$ cat src/rtl/digi_display_sched_if.sv
// Request, converter and display signals of digi_display_sched.
// slave is the scheduler side, master is the driving environment.
interface digi_display_sched_if #(
    parameter int unsigned NCH = 3
);
    logic [NCH-1:0]    req_valid;
    logic [6*NCH-1:0]  req_value;
    logic [5:0]        conv_hex;
    logic [6:0]        conv_digi_0;
    logic [6:0]        conv_digi_1;
    logic [14*NCH-1:0] seg_out;
    logic [NCH-1:0]    seg_update;
    logic              busy;

    modport master (
        output req_valid, req_value, conv_digi_0, conv_digi_1,
        input  conv_hex, seg_out, seg_update, busy
    );

    modport slave (
        input  req_valid, req_value, conv_digi_0, conv_digi_1,
        output conv_hex, seg_out, seg_update, busy
    );
endinterface

$ cat src/rtl/digi_display_sched.sv
// Round-robin sharing of one hex-to-decimal-digit converter among NCH display
// channels, with a tag delay line matching converter latency and periodic refresh.
module digi_display_sched #(
    parameter int unsigned NCH     = 3,
    parameter int unsigned LATENCY = 2,
    parameter int unsigned REFRESH = 1024
) (
    input logic                 clock,
    input logic                 rst_n,
    digi_display_sched_if.slave bus
);
    localparam int unsigned PW = (NCH > 1) ? $clog2(NCH) : 1;

    logic [5:0]        shadow [NCH];
    logic [NCH-1:0]    pending;
    logic [NCH-1:0]    pending_nx;
    logic [NCH-1:0]    issue_mask;
    logic [PW-1:0]     ptr;
    logic [LATENCY:0]  tag_vld;
    logic [PW-1:0]     tag_ch [LATENCY+1];
    logic [5:0]        conv_hex_q;
    logic [14*NCH-1:0] seg_out_q;
    logic [NCH-1:0]    seg_update_q;
    logic              wrap;
    logic              sel_found;
    logic [PW-1:0]     sel;

    // First pending channel at or after ptr, circular order.
    always_comb begin
        int unsigned idx;
        idx       = 0;
        sel_found = 1'b0;
        sel       = '0;
        for (int unsigned off = 0; off < NCH; off++) begin
            idx = (32'(ptr) + off) % NCH;
            if (!sel_found && pending[idx]) begin
                sel_found = 1'b1;
                sel       = PW'(idx);
            end
        end
    end

    always_comb begin
        issue_mask = '0;
        if (sel_found) issue_mask[sel] = 1'b1;
        // New requests and refresh wrap override the clear of the channel being issued.
        pending_nx = (pending & ~issue_mask) | bus.req_valid | {NCH{wrap}};
    end

    generate
        if (REFRESH == 0) begin : g_no_refresh
            assign wrap = 1'b0;
        end else begin : g_refresh
            localparam int unsigned CW = (REFRESH > 1) ? $clog2(REFRESH) : 1;
            logic [CW-1:0] cnt;

            assign wrap = (cnt == CW'(REFRESH - 1));

            always_ff @(posedge clock or negedge rst_n) begin
                if (!rst_n) cnt <= '0;
                else        cnt <= wrap ? '0 : cnt + CW'(1);
            end
        end
    endgenerate

    always_ff @(posedge clock or negedge rst_n) begin
        if (!rst_n) begin
            pending      <= '0;
            ptr          <= '0;
            tag_vld      <= '0;
            conv_hex_q   <= '0;
            seg_out_q    <= '0;
            seg_update_q <= '0;
            for (int unsigned i = 0; i < NCH; i++) shadow[i] <= '0;
            for (int unsigned s = 0; s <= LATENCY; s++) tag_ch[s] <= '0;
        end else begin
            pending <= pending_nx;
            for (int unsigned i = 0; i < NCH; i++) begin
                if (bus.req_valid[i]) shadow[i] <= bus.req_value[6*i +: 6];
            end

            if (sel_found) begin
                conv_hex_q <= shadow[sel];
                ptr        <= (sel == PW'(NCH - 1)) ? '0 : sel + PW'(1);
            end

            tag_vld[0] <= sel_found;
            tag_ch[0]  <= sel;
            for (int unsigned s = 1; s <= LATENCY; s++) begin
                tag_vld[s] <= tag_vld[s-1];
                tag_ch[s]  <= tag_ch[s-1];
            end

            // The tag leaving the delay line names the channel whose digits are on the converter now.
            for (int unsigned i = 0; i < NCH; i++) begin
                seg_update_q[i] <= tag_vld[LATENCY] && (tag_ch[LATENCY] == PW'(i));
                if (tag_vld[LATENCY] && (tag_ch[LATENCY] == PW'(i)))
                    seg_out_q[14*i +: 14] <= {bus.conv_digi_1, bus.conv_digi_0};
            end
        end
    end

    assign bus.conv_hex   = conv_hex_q;
    assign bus.seg_out    = seg_out_q;
    assign bus.seg_update = seg_update_q;
    assign bus.busy       = (|pending) || (|tag_vld);
endmodule

$ cat src/flat_wrapper.sv
// flat-port wrapper written by rule: the top's interface ports become plain ports
module digi_display_sched_flat 
#(
    parameter int unsigned NCH     = 3,
    parameter int unsigned LATENCY = 2,
    parameter int unsigned REFRESH = 1024
)
  (clock, rst_n, bus_req_valid, bus_req_value, bus_conv_digi_0, bus_conv_digi_1, bus_conv_hex, bus_seg_out, bus_seg_update, bus_busy);
  digi_display_sched_if #(.NCH(NCH)) bus_i ();
  input logic clock;
  input logic rst_n;
  input wire logic [$bits(bus_i.req_valid)-1:0] bus_req_valid;
  input wire logic [$bits(bus_i.req_value)-1:0] bus_req_value;
  input wire logic [$bits(bus_i.conv_digi_0)-1:0] bus_conv_digi_0;
  input wire logic [$bits(bus_i.conv_digi_1)-1:0] bus_conv_digi_1;
  output wire logic [$bits(bus_i.conv_hex)-1:0] bus_conv_hex;
  output wire logic [$bits(bus_i.seg_out)-1:0] bus_seg_out;
  output wire logic [$bits(bus_i.seg_update)-1:0] bus_seg_update;
  output wire logic [$bits(bus_i.busy)-1:0] bus_busy;
  assign bus_i.req_valid = bus_req_valid;
  assign bus_i.req_value = bus_req_value;
  assign bus_i.conv_digi_0 = bus_conv_digi_0;
  assign bus_i.conv_digi_1 = bus_conv_digi_1;
  assign bus_conv_hex = bus_i.conv_hex;
  assign bus_seg_out = bus_i.seg_out;
  assign bus_seg_update = bus_i.seg_update;
  assign bus_busy = bus_i.busy;
  digi_display_sched #(.NCH(NCH), .LATENCY(LATENCY), .REFRESH(REFRESH)) u_core (.clock(clock), .rst_n(rst_n), .bus(bus_i));
endmodule
$ cat config.mk
export PLATFORM = sky130hd
export DESIGN_NAME = digi_display_sched_flat
export DESIGN_NICKNAME = d
export VERILOG_FILES = /design/src/rtl/digi_display_sched_if.sv /design/src/rtl/digi_display_sched.sv /design/src/flat_wrapper.sv
export SDC_FILE = /design/constraint.sdc
export NUM_CORES = 1
export LEC_CHECK = 0
export CAP_MARGIN = 15
export CORE_MARGIN = 1.5
export CORE_UTILIZATION = 50
export CTS_BUF_LIST = sky130_fd_sc_hd__clkbuf_8
export CTS_CLUSTER_DIAMETER = 80
export CTS_CLUSTER_SIZE = 16
export DETAILED_ROUTE_END_ITERATION = 12
export PLACE_DENSITY_LB_ADDON = 0.1
export RECOVER_POWER = 100
export SYNTH_ARGS = -nofsm -noshare
export SYNTH_HDL_FRONTEND = slang
export SYNTH_SLANG_ARGS = --single-unit
$ cat constraint.sdc
create_clock -name clock -period 5.2 [get_ports clock]
set_clock_uncertainty 0.15 [all_clocks]
set_input_delay 0.52 -clock clock [delete_from_list [all_inputs] [get_ports clock]]
set_output_delay 0.52 -clock clock [all_outputs]
set_load 0.05 [all_outputs]
==> results.yml <==
synthesis:
  synthCells: 332
  ys_warn_count: 0
  synth_xor_area_frac: 0.0164
  synthMuxAreaShare: 0.108
  synth_top_family_by_area: "simple AND/OR/NAND/NOR gates"
  netlist-cell-type-count: 35
  ys_ff_latch: 93
  syn_area_um2: 3740
  ys_async_sr_fraction: 1.00
  yosys.area_share.simple: 0.152
  synth_compound_area_frac: 0.0579
  ys.flop_type: "dfrtp_1"
  avgSynthCellArea_um2: 11.3
  synth_edf_count: 0
  synthAdderAreaFrac: 0.0167
  yosysSeqAreaShare: 0.623
  synth_nets: 374
power:
  power_mw: 3.44
  power_frac_clock: 0.133
  p_sw_mw: 1.66
  ir_worst_vdd_mv: 0.285
  internal_power_mw: 1.78
  p_sw_frac: 0.482
  seqPwrFrac: 0.323
  power_per_cell_area_nw_per_um2: 703
  p_leak_nw: 2.28
  p_comb_frac: 0.544
floorplanning:
  start_util: 0.515
  die_y_um: 89.4
  num_rows: 31
  dieWidth_um: 89.4
  core_um2: 7250
  dieArea_um2: 8000
  io_pins: 89
layout:
  layout_commonest_cell: "nand2_1"
  num_antenna_cells: 0
  post-route-util: 0.675
  final_cell_mix: "103 x nand2_1, 93 x dfrtp_1, 56 x dlygate4sd3_1"
  fillers: 565
  drive_gt1_frac: 0.103
  multi_input_area_um2: 1310
  seq_area_um2: 2330
  fin_nets: 465
  area_growth_syn_to_layout_pct: 31.0
placed_design:
  portBuffers: 88
  globalplace.congestion: 0.737
  pre_cts_slack_ns: 2.58
  dp_hpwl_um: 5460
routing:
  dr.pass1.iters: 4
  vias: 2694
  drc: 0
  drt_iter0_drc: 53
  wl_um: 7680
  wl_per_cell_um: 14.6
  antenna_left: 0
  vias_per_cell: 5.11
setup_path:
  cp_max_fo: 58
  cp_data_required_time_ns: 5.48
  crit_start: "rst_n"
  startpoint_type: "primary input"
  ff2ff_setup_slack_ns: 2.30
  cp-end-kind: "async pin"
  arrival_ns: 3.19
  r2r_start: "u_core.ptr[1]$_DFFE_PN0P_"
  path_class: "primary input to async pin"
  worst_r2r_path_depth: 8
  worstReg2RegEnd: "u_core.pending[1]$_DFF_PN0_"
global_route:
  grt_first_pass_wirelength_um: 12100
  grt_pass1_vias: 2518
  antenna_found_initial: 0
  grt_max_degree: 59
  gr-total-overflow: 0
  grt_use_total: 0.206
cts:
  cts_sinks: 93
  clockBufferDepth: 2
  cts_made_buffers: 9
  tritoncts: "yes"
  cts_resized: 0
  path_clk_slew_ns: 0.09
  postCtsSetupBuffers: 0
  clock_latency_ns: 0.37
  htreeDepth: 3
  root_buffer: "clkbuf_8"
min_path:
  whs_endpoint: "u_core.tag_ch[2]$_DFF_PN0_"
  hp-start: "u_core.tag_ch[4]$_DFF_PN0_"
  hold_path_class: "flip-flop to flip-flop"
  worstHoldPathCells: 0
sta:
  min_period_ns: 2.91
  timing.setup.tns_ns: 0
  holdWs_ns: 0.204
  fmax_ghz: 0.344
  tightest_slew_ns: 1.87
  setup_viol: 0
  drv_slew: 37
  period_share: 0.560
  hold_violations: 0
  slew_headroom: -0.249
  worst_slack_ns: 2.29
  rsz0062_at_grt: "false"
job:
  maxCapViolCount: 1
status:
  violations: "max-capacitance violations, max-slew violations"
  outcome: "complete, but fails checks"
-- Yosys cell counts (2+ instances only) --
cell,count,area [µm²]
clkbuf_1,6,22.5
nor2_1,10,37.5
xor2_1,3,26.3
a32oi_1,2,17.5
o21ai_0,14,70.1
nor2b_1,3,18.8
nand3b_1,4,30.0
a211o_1,3,26.3
mux2_2,26,293
ha_1,5,62.6
o221ai_1,6,52.6
buf_2,2,10.0
nand2b_1,2,12.5
o21a_1,2,15.0
nand2_1,103,387
inv_1,13,48.8
xnor2_1,4,35.0
buf_1,2,7.51
dfrtp_1,93,2330
mux2i_1,11,110
nand3_1,4,20.0
-- critical path, stage by stage --
cell and delay [ns]:
dlygate4sd3_1 0.52, clkbuf_1 1.34, buf_4 0.78
-- what timing repair did --
item,4_1_cts,5_1_grt
endpoints found under the hold margin,35,0
endpoints found under the setup margin,0,0
hold buffers,1,0
-- power by group through the flow --
| stage | combinational, mW | clock (mW) | sequential [mW] |
|---|---|---|---|
| floorplan | 0.666 | 0 | 1.81 |
| global route | 2.01 | 0.504 | 1.14 |
| detailed placement | 1.96 | 0 | 1.14 |
| CTS | 1.97 | 0.471 | 1.12 |
| global placement | 1.93 | 0 | 1.13 |
| finish | 1.87 | 0.458 | 1.11 |
-- state kept, by name, indices dropped and copies added, names as in the netlist --
name                   cells
u_core.bus.conv_hex        6
u_core.bus.seg_out        42
u_core.bus.seg_update      3
u_core.g_refresh.cnt      10
u_core.pending             3
u_core.ptr                 2
u_core.shadow             18
u_core.tag_ch              6
u_core.tag_vld             3
-- area by class of cell --
cell class / count / share of cell area
repair buffers: 91 / 0.183
clock inverters: 7 / 0.0135
flip-flops and latches: 93 / 0.475
clock buffers: 9 / 0.0253
multi-input cells: 215 / 0.267
well taps: 99 / 0.0253
inverters: 13 / 0.00997
-- cell families after synthesis --
| family | count (synthesis) |
|---|---|
| AOI/OAI and AO/OA | 31 |
| DFF | 93 |
| buffers and inverters | 24 |
| adders and majority gates | 5 |
| xor gates and xnor gates | 7 |
| and+or+nand+nor | 135 |
| muxes | 37 |
-- worst max path at each step --
stage                                                    end  slack, ns  cells after the start
after floorplan                  u_core.pending[0]$_DFF_PN0_       2.83                      8
after global placement             u_core.ptr[1]$_DFFE_PN0P_       2.68                      8
after detailed placement  u_core.bus.conv_hex[5]$_DFFE_PN0P_       2.58                      7
after CTS                 u_core.bus.conv_hex[5]$_DFFE_PN0P_       2.52                      7
after global routing      u_core.bus.conv_hex[1]$_DFFE_PN0P_       1.79                      3
final                     u_core.bus.conv_hex[1]$_DFFE_PN0P_       2.29                      3
-- per-layer routing --
metal	global-route usage	routed length (µm)	vias to the layer above
met5	0	0	-
met4	0.0839	117	0
met1	0.262	3440	1294
met3	0.0619	492	8
met2	0.331	3630	95
li1	-	-	1297
-- per-stage QoR --
step | instance area, µm² | instances
final | 4890 | 527
after detailed placement | 4710 | 510
after global placement | 4710 | 510
after CTS | 4910 | 527
after floorplan | 3740 | 332
after global routing | 4890 | 527
No activity file was read; power rests on OpenSTA's default activity.
